<file path="config.mk">
export PLATFORM = sky130hd
export DESIGN_NAME = priority_encoder8to3
export DESIGN_NICKNAME = d
export VERILOG_FILES = /design/src/rtl/priority_encoder8to3.sv
export SDC_FILE = /design/constraint.sdc
export NUM_CORES = 1
export LEC_CHECK = 0
export CAP_MARGIN = 20
export CORE_UTILIZATION = 49
export CTS_BUF_LIST = sky130_fd_sc_hd__clkbuf_8 sky130_fd_sc_hd__clkbuf_16
export DETAILED_ROUTE_END_ITERATION = 12
export GPL_ROUTABILITY_DRIVEN = 0
export PLACE_DENSITY = 0.78
export RECOVER_POWER = 25
export SYNTH_ARGS = -nofsm -noshare
export SYNTH_HDL_FRONTEND = slang
export SYNTH_SLANG_ARGS = --single-unit
</file>
<file path="constraint.sdc">
create_clock -name clk -period 3.85 [get_ports clk]
set_input_delay 0.77 -clock clk [delete_from_list [all_inputs] [get_ports clk]]
set_output_delay 0.77 -clock clk [all_outputs]
set_load 0.005 [all_outputs]
</file>
<file path="src/rtl/priority_encoder8to3.sv">
// -----------------------------------------------------------------------------
// priority_encoder8to3
//
// Registered 8-to-3 priority encoder with request latching and a valid/ack
// handshake. Events on the eight request lines are captured into a pending
// register. The index of the highest-priority pending request is presented on
// `out` with `valid` high. It is held, and never preempted, until the consumer
// acknowledges it. The acknowledged pending bit is then cleared. The encoded
// index feeds the 3-to-8 decoder tree so it can be turned back into one-hot.
//
// Parameters
//   PRIORITY_HIGH_FIRST : 1 = bit 7 is highest priority, 0 = bit 0 is highest
//   EDGE_DETECT         : 1 = capture rising edges of in[i], 0 = capture levels
//
// Ports
//   clk      in   1  single clock, all state updates on the rising edge
//   reset_n  in   1  synchronous active-low reset, dominates all other inputs
//   in       in   8  request lines, one per index
//   enable   in   1  1 = capture allowed, 0 = new events discarded
//   ack      in   1  consumer acknowledges the presented index
//   out      out  3  encoded index of the presented request
//   valid    out  1  out holds a presented request
//   pending  out  8  latched requests not yet acknowledged
//   overflow out  1  sticky: an event hit a bit that was already pending
// -----------------------------------------------------------------------------
module priority_encoder8to3 #(
    parameter bit PRIORITY_HIGH_FIRST = 1'b1,
    parameter bit EDGE_DETECT         = 1'b1
) (
    input  logic       clk,
    input  logic       reset_n,
    input  logic [7:0] in,
    input  logic       enable,
    input  logic       ack,
    output logic [2:0] out,
    output logic       valid,
    output logic [7:0] pending,
    output logic       overflow
);

    typedef enum logic {
        IDLE    = 1'b0,
        PRESENT = 1'b1
    } state_t;

    state_t     state_q,    state_d;
    logic [7:0] pending_q,  pending_d;
    logic [7:0] in_prev_q,  in_prev_d;
    logic [2:0] out_q,      out_d;
    logic       valid_q,    valid_d;
    logic       overflow_q, overflow_d;

    logic [7:0] ev;
    logic [7:0] set;
    logic [7:0] clr;
    logic       grant_done;
    logic [2:0] top_idx;

    // Index of the highest-priority set bit. Scanning in ascending priority
    // order lets the last hit win, so no early exit is needed.
    function automatic logic [2:0] pick_index(input logic [7:0] req);
        logic [2:0] idx;
        idx = 3'd0;
        for (int i = 0; i < 8; i++) begin
            if (PRIORITY_HIGH_FIRST) begin
                if (req[i]) idx = 3'(i);
            end else begin
                if (req[7 - i]) idx = 3'(7 - i);
            end
        end
        return idx;
    endfunction

    // -------------------------------------------------------------------------
    // State register
    // -------------------------------------------------------------------------
    // NOTE: sequential state uses non-blocking assignments only; the reset is
    // sampled inside the clocked block, so it is synchronous to clk.
    always_ff @(posedge clk) begin
        if (!reset_n) begin
            state_q    <= IDLE;
            pending_q  <= 8'h00;
            in_prev_q  <= 8'h00;
            out_q      <= 3'd0;
            valid_q    <= 1'b0;
            overflow_q <= 1'b0;
        end else begin
            state_q    <= state_d;
            pending_q  <= pending_d;
            in_prev_q  <= in_prev_d;
            out_q      <= out_d;
            valid_q    <= valid_d;
            overflow_q <= overflow_d;
        end
    end

    // -------------------------------------------------------------------------
    // Capture datapath: event detection, pending update, sticky overflow
    // -------------------------------------------------------------------------
    always_comb begin
        // NOTE: every signal written here gets a default first, so no path
        // leaves it unassigned and no latch is inferred.
        ev         = EDGE_DETECT ? (in & ~in_prev_q) : in;
        set        = ev & {8{enable}};
        grant_done = (state_q == PRESENT) && ack;
        clr        = grant_done ? (8'h01 << out_q) : 8'h00;

        // Set is OR-ed in after the clear, so a same-cycle re-arm survives.
        pending_d  = (pending_q & ~clr) | set;
        overflow_d = overflow_q | (|(set & pending_q & ~clr));
        in_prev_d  = in;
        top_idx    = pick_index(pending_q);
    end

    // -------------------------------------------------------------------------
    // Next-state logic
    // -------------------------------------------------------------------------
    always_comb begin
        state_d = state_q;
        unique case (state_q)
            IDLE: begin
                if (pending_q != 8'h00) state_d = PRESENT;
            end
            PRESENT: begin
                if (ack) state_d = IDLE;
            end
            default: state_d = IDLE;
        endcase
    end

    // -------------------------------------------------------------------------
    // Output logic: the index is latched only on entry to PRESENT, so later
    // requests (even higher-priority ones) cannot preempt it.
    // -------------------------------------------------------------------------
    always_comb begin
        out_d   = out_q;
        valid_d = 1'b0;
        unique case (state_q)
            IDLE: begin
                if (pending_q != 8'h00) begin
                    out_d   = top_idx;
                    valid_d = 1'b1;
                end
            end
            PRESENT: begin
                valid_d = !ack;
            end
            default: valid_d = 1'b0;
        endcase
    end

    assign out      = out_q;
    assign valid    = valid_q;
    assign pending  = pending_q;
    assign overflow = overflow_q;

endmodule

</file>
==> implementation parameters <==
Parameter                              Value

Routing
  Final routed wirelength across all metal layers    1850 um
  Antenna-violating nets left    0
  Via density per instance    5.33
  Number of detailed-routing iterations run before antenna repair    4
  Average wire length per cell after detail routing    13.0 um
  Iter 0 DRT Violations    20
  Count of unresolved DRC violations after routing    0
  Vias    757

Synth
  Biggest area contributors in the synthesized netlist    sky130_fd_sc_hd__dfxtp_1 47%, sky130_fd_sc_hd__nand3b_1 6.7%, sky130_fd_sc_hd__and2_1 6.3%, sky130_fd_sc_hd__a21boi_0 5.8%, sky130_fd_sc_hd__nor4_2 4.2%
  Synth cell types    25
  EDFF count, synth    0
  Average size of a mapped cell    9.78 um^2
  Summed instance area of the synthesized netlist    900 um^2
  Yosys warnings    0
  Gate Count Post-Synth    92
  Mapped Nets    104
  Async set-reset flop share out of synthesis    0%
  Dominant register cell in the synthesized netlist    sky130_fd_sc_hd__dfxtp_1
  Post-synth top area cell    sky130_fd_sc_hd__dfxtp_1
  Number of synthesized register bits    21
  Top-area cell type share of the netlist area    46.7%
  Proportion of synthesized chip area in sequential cells    46.7%

Global route
  Final global-route overflow total    0
  Top Usage Layer GRT    met2
  Number of antenna violations at the first check in global routing    0
  GR Util met1    28.6%
  Maximum number of pins on one net before global-route repair    22
  Global-route usage over all layers    21.8%
  Wire length of the first global-routing pass    3110 um
  GR met2 Demand/Resource    32.9%
  Via count of the first global-routing pass    694
  Grt met3 use    6.40%

Setup path
  CP delay by family, top    buffers and inverters
  Startpoint Class    flip-flop
  FF-to-FF Start    state_q$_SDFF_PN0_
  CP Data Required Time    3.08 ns
  Crit path max-delay cell type    sky130_fd_sc_hd__clkdlybuf4s50_1
  Maximum fanout encountered on the critical timing path    7
  Kind of end point of the critical path    output port
  Worst Path Arrival    1.31 ns
  Largest incremental delay on the critical path    0.56 ns
  Path type of the worst setup path    reg -> out
  CP Launch Point    out[0]$_SDFFE_PN0P_
  Count of buffering cells on the critical path with inverters included    1
  Crit path cell chain    clkdlybuf4s50_1

CTS
  Hold_buf cts    0
  Clk slew on worst S/H paths    0.07 ns
  Number of buffers created by CTS    3
  Post-CTS Setup Bufs    0
  CTS Root Cell    sky130_fd_sc_hd__clkbuf_8
  Level count of the clock H-tree    1
  Clock tree from TritonCTS    done
  Clock insertion delay at the later pin of the skew report    0.26 ns
  Count of cells resized by post-cts repair    0
  Deepest clock path buffer count    2
  # clock sinks    21

Pwr
  Total power    487 uW
  Maximum vdd ir drop    0.215 mV
  Cell area power density    404 nW/um^2
  Leakage    0.435 nW

STA
  Max Freq    481 MHz
  Slew margin rel.    61.4%
  Final Hold Violating Endpoints    0
  Tcrit/Tclk final    54.0%
  WHS    0.528 ns
  Final max-slew violation count    0
  Least-Margin Pin Slew    0.577 ns
  Final setup violation count    0
  Post-Route Skew    0.000740 ns
  Setup repair after global routing missed its margin    no
  Post-layout worst setup margin    1.77 ns
  Total Neg Setup Slack    0 ns
  Time the final worst path needs with I/O delays and setup    2.08 ns

Outcome
  Status    finished, final reports clean

Min path
  Worst min-delay path category    reg -> reg
  Launch instance of the worst min-delay path    in_prev_q[4]$_SDFF_PN0_

Run
  Max-cap violations    0

Finish
  Share of cells above drive strength 1    9.40%
  Non-Filler Instances    142
  Final core utilization    69.8%
  Count of filler cells inserted in the layout    143
  Number of antenna diodes    0
  Finished layout cell area    1200 um^2
  Total Nets Final    130
  Relative area change from synthesis to final layout    33.9%
  Area taken by flip-flops and latches    420 um^2
  Area of combinational cells with multiple inputs    457 um^2

Place
  I/O Buffers    24
  HPWL reported at the end of detailed placement    1370 um
  Cells after DPL    138
  Standard cell area after detailed placement    1160 um^2
  Post-place setup slack    1.59 ns

Die
  Die Span X    44.8 um
  Core area    1730 um^2
  Die height    44.8 um
  Starting Density    52.1%
  Overall die area    2010 um^2
  Count of pins on the block boundary    25
  Row count    15
per-layer routing:
layer  vias to the layer above  part of all wire (%)
li1                        379                     -
met1                       350                    49
met2                        23                    44
met3                         5                   4.9
met4                         0                   1.6
met5                         -                     0
area by class of cell:
type,instances,area share (%)
multi-input combinational,65,37.9
sequential,21,34.9
timing repair buffer,24,19.9
clock buffer,3,3.43
tap,25,2.60
inverter,3,0.935
clock inverter,1,0.312
layout by cell type (no fill, tap or decap), types with 2 or more instances in the layout:
cell | synthesis | routed
sky130_fd_sc_hd__o21ai_0 | 6 | 6
sky130_fd_sc_hd__dfxtp_1 | 21 | 21
sky130_fd_sc_hd__and2_1 | 9 | 9
sky130_fd_sc_hd__o21ai_1 | 3 | 3
sky130_fd_sc_hd__a21boi_0 | 7 | 8
sky130_fd_sc_hd__clkbuf_8 | 0 | 3
sky130_fd_sc_hd__nand2b_1 | 3 | 3
sky130_fd_sc_hd__nand2_1 | 3 | 3
sky130_fd_sc_hd__nor2_1 | 4 | 4
sky130_fd_sc_hd__nand3b_1 | 8 | 8
sky130_fd_sc_hd__o31ai_2 | 2 | 2
sky130_fd_sc_hd__clkdlybuf4s50_1 | 0 | 23
sky130_fd_sc_hd__nor4_2 | 3 | 3
sky130_fd_sc_hd__a21oi_1 | 4 | 4
sky130_fd_sc_hd__inv_1 | 3 | 4
sky130_fd_sc_hd__o211a_1 | 2 | 2
Yosys cell counts (3+ instances only):
master / n
sky130_fd_sc_hd__a21boi_0: 7
sky130_fd_sc_hd__inv_1: 3
sky130_fd_sc_hd__clkbuf_1: 3
sky130_fd_sc_hd__nand2_1: 3
sky130_fd_sc_hd__o21ai_1: 3
sky130_fd_sc_hd__dfxtp_1: 21
sky130_fd_sc_hd__o21ai_0: 6
sky130_fd_sc_hd__and2_1: 9
sky130_fd_sc_hd__nor4_2: 3
sky130_fd_sc_hd__nand3b_1: 8
sky130_fd_sc_hd__a21oi_1: 4
sky130_fd_sc_hd__nand2b_1: 3
sky130_fd_sc_hd__nor2_1: 4
tightest hold or removal path: cells and delay by family, from the launching register on:
kind | cells | cell delay (ns)
simple gates | 1 | 0.11
flops | 1 | 0.30
compound gates | 1 | 0.07
final timing paths:
kind / to / slack [ns] / cells after the start
setup reg to reg: overflow$_SDFF_PN0_ / 2.41 / 5
hold reg to reg: pending[4]$_SDFF_PN0_ / 0.53 / 2
hold / removal: pending[4]$_SDFF_PN0_ / 0.53 / 2
setup / recovery: out[0] / 1.77 / 1
power breakdown:
group / total, mW / internal, mW / switching, mW
clock network: 0.138 / 0.0710 / 0.0670
registers: 0.258 / 0.235 / 0.0228
logic: 0.0912 / 0.0567 / 0.0345
total: 0.487 / 0.363 / 0.124
sequential cells by signal (all words and copies together) (netlist names):
| name | count |
|---|---|
| in_prev_q | 8 |
| out | 3 |
| overflow | 1 |
| state_q | 1 |
| pending | 8 |
logic make-up after synthesis:
kind of cell,share of synthesized area (%)
AND/OR/NAND/NOR,26.7
flip-flops,46.7
buffers and inverters,2.50
AO/OA/AOI/OAI,24.1
Note: power is estimated with default switching activity, not from simulation.
